## src/rtl/acc_multicycle_core.sv

```systemverilog
// Multicycle accumulator core: four accumulators, C/Z/N flags, and one memory
// port with a req/ack handshake that tolerates any number of wait cycles.
module acc_multicycle_core #(
    parameter int DATA_W   = 8,
    parameter int RESET_PC = 0,
    localparam int ADDR_W  = 2*DATA_W-3
) (
    input  logic              clk,
    input  logic              rst,
    output logic              mem_req,
    output logic              mem_we,
    output logic [ADDR_W-1:0] mem_addr,
    output logic [DATA_W-1:0] mem_wdata,
    input  logic [DATA_W-1:0] mem_rdata,
    input  logic              mem_ack,
    input  logic [1:0]        dbg_sel,
    output logic [DATA_W-1:0] dbg_acc,
    output logic [2:0]        czn,
    output logic              halted
);

    // Handshake: mem_req/mem_we/mem_addr/mem_wdata are held stable from the
    // cycle mem_req rises until the rising edge that samples mem_ack=1.
    typedef enum logic [2:0] {FETCH, FETCH2, MEMRD, MEMWR, EXEC, WB, HALT} state_t;

    state_t            state, next_state;
    logic [ADDR_W-1:0] pc, pc_inc, jaddr, maddr;
    logic [DATA_W-1:0] ir, tr, res;
    logic [DATA_W-1:0] acc [4];
    logic              c, z, n;
    logic [2:0]        op, rdata_op;
    logic [1:0]        rd, rs;
    logic [DATA_W-1:0] a_val, b_val, alu_res;
    logic [DATA_W:0]   sum;
    logic              alu_c, in_mem, take_jump;

    assign op        = ir[DATA_W-1 -: 3];
    assign rdata_op  = mem_rdata[DATA_W-1 -: 3];
    assign rd        = ir[3:2];
    assign rs        = ir[1:0];
    assign pc_inc    = pc + ADDR_W'(1);
    assign jaddr     = {ir[DATA_W-4:0], mem_rdata};
    assign maddr     = {ir[DATA_W-4:0], tr};
    assign a_val     = acc[rd];
    assign b_val     = acc[rs];
    assign sum       = {1'b0, a_val} + {1'b0, b_val};
    assign take_jump = (op == 3'b010) || ((op == 3'b011) && z);

    // MOV falls through to the default: result is A[rs], carry untouched.
    always_comb begin
        alu_res = b_val;
        alu_c   = c;
        case (op)
            3'b100: begin
                alu_res = sum[DATA_W-1:0];
                alu_c   = sum[DATA_W];
            end
            3'b101: begin
                alu_res = a_val - b_val;
                alu_c   = (a_val >= b_val);
            end
            3'b110: alu_res = a_val & b_val;
            default: ;
        endcase
    end

    always_comb begin
        next_state = state;
        in_mem     = 1'b0;
        case (state)
            FETCH: begin
                in_mem = 1'b1;
                if (mem_ack) begin
                    if (rdata_op <= 3'b011)
                        next_state = FETCH2;
                    else if (rdata_op == 3'b111 && mem_rdata[DATA_W-4])
                        next_state = HALT;
                    else
                        next_state = EXEC;
                end
            end
            FETCH2: begin
                in_mem = 1'b1;
                if (mem_ack) begin
                    if (op == 3'b000)      next_state = MEMRD;
                    else if (op == 3'b001) next_state = MEMWR;
                    else                   next_state = FETCH;
                end
            end
            MEMRD, MEMWR: begin
                in_mem = 1'b1;
                if (mem_ack) next_state = FETCH;
            end
            EXEC:    next_state = WB;
            WB:      next_state = FETCH;
            HALT:    next_state = HALT;
            default: next_state = FETCH;
        endcase
    end

    // Gating with rst lets a reset abandon an outstanding request at once.
    assign mem_req   = in_mem & ~rst;
    assign mem_we    = mem_req & (state == MEMWR);
    assign mem_addr  = (state == MEMRD || state == MEMWR) ? maddr : pc;
    assign mem_wdata = acc[0];
    assign dbg_acc   = acc[dbg_sel];
    assign czn       = {c, z, n};
    assign halted    = (state == HALT);

    always_ff @(posedge clk or posedge rst) begin
        if (rst) state <= FETCH;
        else     state <= next_state;
    end

    always_ff @(posedge clk or posedge rst) begin
        if (rst) begin
            pc  <= ADDR_W'(RESET_PC);
            ir  <= '0;
            tr  <= '0;
            res <= '0;
            for (int i = 0; i < 4; i++) acc[i] <= '0;
            c   <= 1'b0;
            z   <= 1'b0;
            n   <= 1'b0;
        end else begin
            case (state)
                FETCH: if (mem_ack) begin
                    ir <= mem_rdata;
                    pc <= pc_inc;
                end
                FETCH2: if (mem_ack) begin
                    tr <= mem_rdata;
                    pc <= take_jump ? jaddr : pc_inc;
                end
                MEMRD: if (mem_ack) acc[0] <= mem_rdata;
                EXEC: begin
                    res <= alu_res;
                    if (op != 3'b111) begin
                        c <= alu_c;
                        z <= (alu_res == '0);
                        n <= alu_res[DATA_W-1];
                    end
                end
                WB: acc[rd] <= res;
                default: ;
            endcase
        end
    end

endmodule

```

## config.mk

```make
export PLATFORM = sky130hd
export DESIGN_NAME = acc_multicycle_core
export DESIGN_NICKNAME = d
export VERILOG_FILES = /design/src/rtl/acc_multicycle_core.sv
export SDC_FILE = /design/constraint.sdc
export NUM_CORES = 1
export LEC_CHECK = 0
export CORE_MARGIN = 1.5
export CORE_UTILIZATION = 40
export DETAILED_ROUTE_END_ITERATION = 16
export PLACE_DENSITY = 0.62
export RECOVER_POWER = 25
export SYNTH_ARGS = -nofsm -noshare
export SYNTH_HDL_FRONTEND = slang
export SYNTH_SLANG_ARGS = --single-unit
```

## constraint.sdc

```tcl
create_clock -name clk -period 3.7 [get_ports clk]
set_input_delay 0.74 -clock clk [delete_from_list [all_inputs] [get_ports clk]]
set_output_delay 0.74 -clock clk [all_outputs]
set_load 0.1 [all_outputs]
```

==> out/metrics.cfg, run 1 <==
[outcome]
outcome = finished with violations
violations = capacitance limit, slew limit

[final_layout]
nFillCells = 1162
layout.nets = 584
n_antenna_cell = 0
drive_above_1_share_pct = 25.41
multi_input_area_mm2 = 0.003005
seq_area_mm2 = 0.001877
area_growth_pct = 20.62

[synthesis]
netlist_area_mm2 = 0.005195
synth_nets = 552
synth_cells = 519
synth.distinct_cells = 64
yosys_warnings = 0
synth_seq_area_share_pct = 36.13
yosys_register_bits = 75
synth_ff_type = dfrtp_1
synth_enable_flop_cells = 0
synthArstFlopShare_pct = 100.0
avgSynthCellArea_um2 = 10.01

[floorplan]
die_y_um = 117.0
pin_count = 48
die-area_mm2 = 0.01368
core.rowCount = 41
core_mm2 = 0.01267
die_w_um = 117.0
start_util_pct = 41.00

[setup_path]
cp.required_ps = 3920
crit_path_top_delay_cell = dfrtp_1
crit_family = multiplexers
worstSetupPathDepth = 9
max_stage_delay_ps = 610
worst_setup_path_end_kind = flop
path_class = reg -> reg
crit_chain = mux4_2 -> ha_1 -> nand3b_1 -> a21o_1 -> a21boi_1 -> mux2_1 -> a211oi_1 -> nor2_1 -> mux2_2
r2r_cells = 9
cp.arrival_ps = 3560
critPathLaunchType = flop
crit_fanout = 8
r2r-end = n$_DFFE_PP0P_
path_buf_inv = 0
r2r_slack_ps = 370
r2r-start = ir[2]$_DFFE_PP0P_

[clock_tree]
cts_tree = built
cts_buffer_depth = 2
cts.clk_slew.worst_paths_ps = 60
post_cts_resized = 0
post_cts_buffers = 0
htreeDepth = 3
cts_inserted_buffers = 9
cts_sinks = 75
clock-root-buffer = clkbuf_16
cts_hold_buffers = 0
clkLatencyLatePin_ps = 340

[route]
drtAntennaViolNets = 0
finalWirelength_um = 13690
routed-via-count = 4227
drt_iter0_markers = 402
avgRoutedWirePerCell_um = 18.83
first_pass_iters = 5
avgViaCountPerCell = 5.814
drc = 0

[sta]
fin_ws_ps = 366.6
hold_violations = 0
finalSetupViolCount = 0
post-route-period-util_pct = 90.09
worst_pin_slew_ps = 1915
finalClockSkew_ps = 6.531
final_max_slew_viol_count = 76
max_freq_mhz = 300.0
fin_crit_ps = 3333
slew_headroom_pct = -27.67
rsz0062_at_grt = no

[placement]
gp_routability_congestion = 0.8866
port_buffers = 47
pre_cts_slack_ps = 349.5
dpl.hpwl_um = 9914

[global_routing]
grt_max_degree = 76
grt_usage_pct = 21.54
grt_pass1_vias = 4229
grt-ovfl-total = 0
grt_pass1_wl_um = 22450
antenna_found_initial = 0

[hold_path]
hold_path.class = reg -> reg
min_from = tr[5]$_DFFE_PP0P_
hold_depth = 1
min_to = tr[5]$_DFFE_PP0P_

[job]
drv_cap = 1

## routing by layer
| layer | up-vias | track usage, % | share of wire [%] |
|---|---|---|---|
| met3 | 23 | 4.068 | 5.9 |
| met1 | 2090 | 29.66 | 44 |
| li1 | 1962 | - | - |
| met2 | 152 | 33.92 | 47 |
| met5 | - | 0 | 0 |
| met4 | 0 | 8.273 | 2.4 |
## worst max-delay path by stage
stage                              start                 end  slack [ps]
floorplan           state[2]$_DFFE_PP0P_         mem_addr[3]         -90
global route           ir[2]$_DFFE_PP0P_       n$_DFFE_PP0P_          60
detailed placement     ir[2]$_DFFE_PP0P_  res[5]$_DFFE_PP0P_         350
CTS                    ir[2]$_DFFE_PP0P_  res[5]$_DFFE_PP0P_         340
finish                 ir[2]$_DFFE_PP0P_       n$_DFFE_PP0P_         370
global placement       ir[2]$_DFFE_PP0P_       n$_DFFE_PP0P_         370
## layout make-up
type / count / area share (%)
repair buffers: 63 / 12.70
inverters: 23 / 1.438
clock buffers: 9 / 3.594
clock inverters: 6 / 0.9185
multi-input cells: 379 / 47.96
well taps: 172 / 3.434
flip-flops and latches: 75 / 29.95
## Yosys cell counts (9+ instances only)
cell type | n | area (µm²)
ha_1 | 18 | 225.2
o22ai_1 | 9 | 56.30
nand3_1 | 12 | 60.06
a22oi_1 | 10 | 75.07
buf_4 | 11 | 82.58
dfrtp_1 | 75 | 1877
nand2_1 | 54 | 202.7
inv_1 | 22 | 82.58
buf_2 | 9 | 45.04
mux2_2 | 53 | 596.8
nor2_1 | 35 | 131.4
mux4_2 | 21 | 473.0
clkbuf_1 | 18 | 67.56
a21oi_1 | 32 | 160.2
o21ai_0 | 40 | 200.2
## registers in the layout, summed over array words and instances (netlist names)
register   flops
tr             8
c              1
mem_wdata      8
z              1
n              1
state          3
ir             8
pc            13
res            8
acc           24
## per-stage QoR
step | setup TNS, ps | hold slack, ps | utilization [%] | area [µm²] | instances
finish | 0 | 500.7 | 49.45 | 6266 | 727
global route | 0 | 532.8 | 49.45 | 6266 | 727
CTS | 0 | 506.2 | 49.57 | 6281 | 727
detailed placement | 0 | 493.4 | 47.34 | 5998 | 712
global placement | 0 | 487.9 | 47.34 | 5998 | 712
floorplan | -175.0 | 474.9 | - | 5199 | 519
## cells in the final DEF (no fill, tap or decap), types with 2 or more instances in the layout
| master | count |
|---|---|
| fa_1 | 2 |
| clkinv_2 | 4 |
| nor2_1 | 35 |
| o21ai_0 | 40 |
| o31ai_1 | 3 |
| nand4_1 | 4 |
| o21a_1 | 2 |
| buf_12 | 22 |
| nand3_1 | 12 |
| xor2_1 | 3 |
| ha_1 | 18 |
| a22oi_1 | 10 |
| a211oi_2 | 2 |
| and3_1 | 6 |
| mux2_2 | 53 |
| a21o_1 | 2 |
| o221a_2 | 2 |
| nand3b_1 | 3 |
| clkbuf_16 | 9 |
| nor3b_1 | 5 |
| o2111ai_1 | 2 |
| nand2_1 | 54 |
| buf_4 | 15 |
| clkbuf_1 | 2 |
| mux4_2 | 21 |
| dlygate4sd3_1 | 2 |
| o22ai_1 | 9 |
| a211oi_1 | 3 |
| a21oi_2 | 2 |
| a21oi_1 | 32 |
| inv_1 | 21 |
| nor3_1 | 7 |
| mux4_1 | 3 |
| nand2b_1 | 4 |
| clkdlybuf4s50_1 | 21 |
| a31oi_1 | 6 |
| xnor2_1 | 2 |
| clkinvlp_4 | 2 |
| nor2b_1 | 7 |
| dfrtp_1 | 75 |
## cell families (layout without fill, tap and decap cells)
logic type | count (synthesis) | count (layout) | share of synthesized area, %
AND/OR/NAND/NOR | 146 | 146 | 13.68
AO/OA/AOI/OAI | 129 | 129 | 15.70
multiplexers | 79 | 79 | 22.52
flip-flops | 75 | 75 | 36.13
buffers and inverters | 65 | 101 | 6.021
adder cells (fa/ha/maj) | 20 | 20 | 5.106
XOR/XNOR | 5 | 5 | 0.8431
## worst reg2reg max path: cells and delay by family, from the launching register on
kind,cells,cell delay [ps]
fa+ha+maj,1,470
mux,3,1200
flops,1,610
compound gates,3,630
simple gates,2,320
Power of run 1 is not shown: default switching activity piles up to over one toggle a cycle in this logic, so the estimate is an artifact.
==> run 2, diff against run 1 <==
--- a/config.mk
+++ b/config.mk
@@ -10,6 +10,7 @@
 export DETAILED_ROUTE_END_ITERATION = 16
 export PLACE_DENSITY = 0.62
 export RECOVER_POWER = 25
+export SLEW_MARGIN = 20
 export SYNTH_ARGS = -nofsm -noshare
 export SYNTH_HDL_FRONTEND = slang
 export SYNTH_SLANG_ARGS = --single-unit
==> results of run 2 <==
The final DEF is identical to that of run 1; final timing and power are the same.
Power of run 2 is left out for the same reason.
